## src/rtl/timer_defs_pkg.sv

```systemverilog
// Shared definitions for the lab timer display path: state encoding, count
// direction and the count width shared with the binary-to-decimal converter.
package timer_defs_pkg;

  localparam int COUNT_W = 5;

  typedef enum logic [1:0] {
    S_IDLE  = 2'd0,
    S_RUN   = 2'd1,
    S_PAUSE = 2'd2,
    S_DONE  = 2'd3
  } state_t;

  localparam logic DIR_DOWN = 1'b0;
  localparam logic DIR_UP   = 1'b1;

endpackage

```

## src/rtl/countdown_timer_5bit_tick_gen.sv

```systemverilog
// Prescaler: counts enabled cycles 0..PRESCALE-1 and pulses tick on the
// cycle it wraps back to 0. Clear has priority over enable.
module tick_gen #(
  parameter int unsigned PRESCALE = 100000000
) (
  input  logic clk,
  input  logic rst_n,
  input  logic en,
  input  logic clr,
  output logic tick
);

  localparam int W = (PRESCALE > 2) ? $clog2(PRESCALE) : 1;

  logic [W-1:0] cnt;

  assign tick = en && (cnt == W'(PRESCALE - 1));

  // NOTE: sequential state uses non-blocking assignments so every register
  // samples the pre-edge values, independent of statement order.
  always_ff @(posedge clk or negedge rst_n) begin
    if (!rst_n) begin
      cnt <= '0;
    end else if (clr) begin
      cnt <= '0;
    end else if (en) begin
      cnt <= tick ? '0 : cnt + 1'b1;
    end
  end

endmodule

```

## src/rtl/countdown_timer_5bit.sv

```systemverilog
// Start/pause/resume timer with load and up/down direction; the count feeds
// the binary-to-decimal converter and done flags the terminal value.
module countdown_timer_5bit
  import timer_defs_pkg::*;
#(
  parameter int unsigned PRESCALE   = 100000000,
  parameter int unsigned MAX_COUNT  = 30,
  parameter int unsigned INIT_COUNT = 30
) (
  input  logic               clk,
  input  logic               rst_n,
  input  logic               start_stop,
  input  logic               load,
  input  logic [COUNT_W-1:0] load_value,
  input  logic               dir,
  output logic [COUNT_W-1:0] count,
  output logic               running,
  output logic               done,
  output logic               sec_tick
);

  localparam logic [COUNT_W-1:0] MAX_C  = COUNT_W'(MAX_COUNT);
  localparam logic [COUNT_W-1:0] INIT_C = COUNT_W'(INIT_COUNT);

  state_t             state_q, state_d;
  logic [COUNT_W-1:0] count_q, count_d;
  logic               dir_q, dir_d;
  logic               pre_en, pre_clr, wrap, step;

  function automatic logic [COUNT_W-1:0] terminal(input logic d);
    return (d == DIR_UP) ? MAX_C : '0;
  endfunction

  // A load freezes the prescaler so a coincident wrap never produces a step.
  assign pre_en = (state_q == S_RUN) && !load;

  tick_gen #(.PRESCALE(PRESCALE)) u_tick_gen (
    .clk   (clk),
    .rst_n (rst_n),
    .en    (pre_en),
    .clr   (pre_clr),
    .tick  (wrap)
  );

  // NOTE: every always_comb output gets a default first so no path can
  // leave it unassigned and infer a latch.
  always_comb begin
    state_d = state_q;
    count_d = count_q;
    dir_d   = dir_q;
    pre_clr = 1'b0;
    step    = 1'b0;

    if (load) begin
      state_d = S_IDLE;
      count_d = (load_value > MAX_C) ? MAX_C : load_value;
      pre_clr = 1'b1;
    end else begin
      unique case (state_q)
        S_IDLE: begin
          if (start_stop) begin
            dir_d   = dir;
            pre_clr = 1'b1;
            state_d = (count_q == terminal(dir)) ? S_DONE : S_RUN;
          end
        end
        S_RUN: begin
          if (start_stop) state_d = S_PAUSE;
          if (wrap && (count_q != terminal(dir_q))) begin
            step    = 1'b1;
            count_d = (dir_q == DIR_UP) ? count_q + 1'b1 : count_q - 1'b1;
            if (count_d == terminal(dir_q)) state_d = S_DONE;
          end
        end
        S_PAUSE: begin
          if (start_stop) state_d = S_RUN;
        end
        S_DONE: begin
          if (start_stop) begin
            dir_d   = dir;
            count_d = (dir == DIR_UP) ? '0 : INIT_C;
            pre_clr = 1'b1;
            state_d = S_RUN;
          end
        end
        default: state_d = S_IDLE;
      endcase
    end
  end

  always_ff @(posedge clk or negedge rst_n) begin
    if (!rst_n) begin
      state_q  <= S_IDLE;
      count_q  <= INIT_C;
      dir_q    <= DIR_DOWN;
      sec_tick <= 1'b0;
    end else begin
      state_q  <= state_d;
      count_q  <= count_d;
      dir_q    <= dir_d;
      sec_tick <= step;
    end
  end

  assign count   = count_q;
  assign running = (state_q == S_RUN);
  assign done    = (state_q == S_DONE);

endmodule

```

## config.mk

```make
export PLATFORM = sky130hd
export DESIGN_NAME = countdown_timer_5bit
export DESIGN_NICKNAME = d
export VERILOG_FILES = /design/src/rtl/timer_defs_pkg.sv /design/src/rtl/countdown_timer_5bit_tick_gen.sv /design/src/rtl/countdown_timer_5bit.sv
export SDC_FILE = /design/constraint.sdc
export NUM_CORES = 1
export LEC_CHECK = 0
export ABC_AREA = 0
export CAP_MARGIN = 20
export CORE_MARGIN = 2
export CORE_UTILIZATION = 50
export DETAILED_ROUTE_END_ITERATION = 6
export PLACE_DENSITY = 0.73
export SYNTH_ARGS = -nofsm -noshare
export SYNTH_HDL_FRONTEND = slang
export SYNTH_SLANG_ARGS = --single-unit
```

## constraint.sdc

```tcl
create_clock -name clk -period 2.2 [get_ports clk]
set_input_delay 0.22 -clock clk [delete_from_list [all_inputs] [get_ports clk]]
set_output_delay 0.22 -clock clk [all_outputs]
set_load 0.01 [all_outputs]
```

==> flow_summary_export.csv <==
group,metric,value,unit
clocking,cts.sinks,36,
detailed_routing,initialDrtViolationCount,126,
setup_path,worst-endpoint-required,2390,ps
synth,synth_cells,257,
synth,synth.avg_cell_area,9.19,µm²
pwr,clock_power_share,0.244,
final_layout,area_delta_synth_final,19.4,%
synth,number_of_enable_flip_flop_cells_after_synthesis,0,
clocking,clock_tree.root_cell,"sky130_fd_sc_hd__clkbuf_8",
pwr,share_comb_of_total_power,0.402,
pwr,totalPowerFinal,0.00236,W
synth,postSynth.asyncResetShare,1.00,
pwr,p_int,0.00153,W
final_layout,finalCoreUtilization,0.635,
setup_path,critical_path.reg2reg.startpoint,"state_q[0]",
clocking,max-clock-path-buffers,2,
timing,period_minus_slack,2050,ps
place,gp_congestion,0.899,
pwr,p_seq_frac,0.354,
setup_path,crit_arrival,2230,ps
setup_path,critical_path.startpoint_type,"flop",
die,initial_utilization,0.531,
final_layout,mostFrequentLayoutCells,"sky130_fd_sc_hd__dfrtp_1 (32), sky130_fd_sc_hd__nor2_1 (19), sky130_fd_sc_hd__nand2_1 (18), sky130_fd_sc_hd__buf_4 (18), sky130_fd_sc_hd__a21oi_1 (17)",
synth,synth.net_count,278,
timing,tightest_slew_margin_relative_to_the_limit,0.461,
worst_hold_path,hold_path.class,"input pin to asynchronous set/reset pin",
synth,ys_types,58,
setup_path,timing.reg2reg.setup_slack,150,ps
outcome,status,"finished, final reports clean",
synth,number_of_synthesis_warnings,0,
place,dp_hpwl,3.97,mm
final_layout,drive_above_1_share,0.164,
setup_path,crit_path_end_kind,"flop",
synth,synthFlopType,"sky130_fd_sc_hd__dfrtp_1",
die,rows,24,
detailed_routing,drt_pass1_iterations,4,
die,die_outline_width,72.7,µm
detailed_routing,num_vias,2095,
die,die_h,72.7,µm
final_layout,insertedDiodeCount,0,
clocking,tritoncts,"done",
grt,all_layer_global_routing_usage,0.232,
timing,worst_skew,14.6,ps
die,io-pin-count,18,
synth,synth_seq_area_share,0.384,
pwr,switching_share,0.353,
timing,timing.final.crit_share,0.931,
die,die_area,5290,µm²
pwr,p_leak,1.17,nW
pwr,power.density_cell_area,835,nW/µm²
detailed_routing,routedWlPerCell,15.7,µm
setup_path,reg2regPathDepth,8,
timing,drv_slew,0,
clocking,clkSlewWorstSetupHoldPaths,80,ps
final_layout,number_of_nets_in_the_finished_design,312,
pwr,ir_worst_vdd,533,µV
detailed_routing,route.final.wire_length,5.40,mm
clocking,h-tree-depth,2,
grt,wire_length_of_the_first_global_routing_pass,9.63,mm
timing,hold_viol_final,0,
grt,grt_start_max_net_pins,37,
final_layout,mostFrequentLayoutCell,"sky130_fd_sc_hd__dfrtp_1",
die,placeable_core_area,4440,µm²
place,placement.io_buffers,17,
pwr,switching_power,0.000831,W
grt,vias_in_the_first_global_route,2131,
detailed_routing,detail_route.drc_violations,0,
detailed_routing,postRouteAntennaNets,0,
timing,grt_setup_unrepaired,"true",
setup_path,r2r-end,"u_tick_gen.cnt[18]",
synth,syn_area,2360,µm²
timing,max_clock_freq,0.488,GHz
clocking,clk-insertion-delay-late,300,ps
run,count_of_max_cap_constraint_violations,0,
synth,ys_seq_elements,36,
detailed_routing,post_drt_via_cell_ratio,6.09,
setup_path,critPathMaxFanout,7,
grt,grt_antenna_before_repair,0,
timing,worst_pin_slew,809,ps
grt,grt_remaining_overflow,0,
timing,final-setup-viol-count,0,
setup_path,critical_path_class,"flop to flop",
clocking,cts_made_buffers,5,
kinds of logic (layout without fill, tap and decap cells):
family | count (synthesis) | in the layout | synth area share
multiplexers | 8 | 8 | 0.0360
flip-flops | 36 | 36 | 0.384
AO/OA/AOI/OAI | 53 | 53 | 0.146
buffers and inverters | 19 | 54 | 0.0318
adder cells (fa/ha/maj) | 11 | 11 | 0.0615
AND/OR/NAND/NOR | 113 | 113 | 0.278
XOR/XNOR | 17 | 17 | 0.0631
Yosys cell counts, drive strengths merged, types with 2 or more instances:
cell / count / area share
nand3: 12 / 0.025
nand4: 10 / 0.032
a21o: 2 / 0.0064
ha: 10 / 0.053
nor2: 21 / 0.034
xnor2: 8 / 0.030
buf: 3 / 0.0064
mux2i: 4 / 0.017
nor4b: 2 / 0.010
or3: 7 / 0.019
a21oi: 18 / 0.040
o311ai: 2 / 0.0074
o21ai: 11 / 0.025
nor2b: 2 / 0.0053
or4: 2 / 0.0079
and2: 5 / 0.013
or2: 2 / 0.0053
dfrtp: 32 / 0.34
dfstp: 4 / 0.045
o31ai: 2 / 0.0064
nand2: 18 / 0.029
and3: 4 / 0.011
o41ai: 2 / 0.0074
xor2: 9 / 0.033
inv: 11 / 0.017
clkbuf: 5 / 0.0079
nor3: 13 / 0.030
nor4: 7 / 0.028
mux2: 4 / 0.019
a31oi: 4 / 0.011
o211ai: 2 / 0.0064
and4: 6 / 0.022
cell type report:
cell class / instances / area (µm²)
timing repair buffer: 35 / 300
multi-input combinational: 202 / 1400
clock inverter: 2 / 35.0
clock buffer: 6 / 72.6
fill: 374 / 1620
tap: 52 / 65.1
inverter: 11 / 41.3
sequential: 36 / 906
how the worst max path moves through the flow:
stage                from            endpoint  slack, ps  depth (start not counted)
2_1_floorplan  state_q[1]            count[2]         30                          8
3_3_place_gp         load            count[4]        130                          6
3_5_place_dp         load            count[4]         50                          6
4_1_cts             dir_q            count[3]         80                          8
5_1_grt        state_q[1]  u_tick_gen.cnt[22]        -30                          8
6_report       state_q[0]  u_tick_gen.cnt[18]        150                          8
through the flow:
step	TNS, ps	setup slack (ps)	hold slack (ps)	instances	area (µm²)
floorplan	0	29.6	-75.6	257	2360
global placement	0	132	356	335	2690
detailed placement	0	45.3	358	335	2690
CTS	0	76.3	40.2	343	2790
global route	-63.2	-31.2	89.4	344	2820
finish	0	152	20.2	344	2820
power by group through the flow:
stage          combinational, W  sequential [W]  clock, W
6_report               0.000947        0.000833  0.000575
5_1_grt                 0.00105        0.000847  0.000613
4_1_cts                0.000918        0.000837  0.000587
3_5_place_dp           0.000912        0.000850         0
3_3_place_gp           0.000889        0.000847         0
2_1_floorplan          0.000588        0.000853         0
timing repair:
item / in CTS / in global routing
hold buffers: 0 / 0
setup buffers: 0 / 1
endpoints found under the setup margin: 0 / 16
gates resized for setup: 0 / 5
registers in the layout, summed over array words and instances, names as in the netlist:
register / cells
dir_q: 1
count: 5
sec_tick: 1
state_q: 2
u_tick_gen.cnt: 27
worst max-delay path, stage by stage, from the launching register on:
cell                       delay, ps
sky130_fd_sc_hd__dfrtp_1         380
sky130_fd_sc_hd__inv_1           100
sky130_fd_sc_hd__ha_1            290
sky130_fd_sc_hd__nor2b_1          60
sky130_fd_sc_hd__buf_4           160
sky130_fd_sc_hd__o311ai_1        590
sky130_fd_sc_hd__nor3_1          120
sky130_fd_sc_hd__xnor2_1         190
sky130_fd_sc_hd__nor2_1           60
per-layer routing:
layer | up-vias | routed length (µm) | global-route usage
met5 | - | 0 | 0
met4 | 0 | 82 | 0.0741
met3 | 8 | 163 | 0.0442
met2 | 42 | 2700 | 0.391
met1 | 1024 | 2450 | 0.302
li1 | 1021 | - | -
Power figures use the tool's default switching activity.
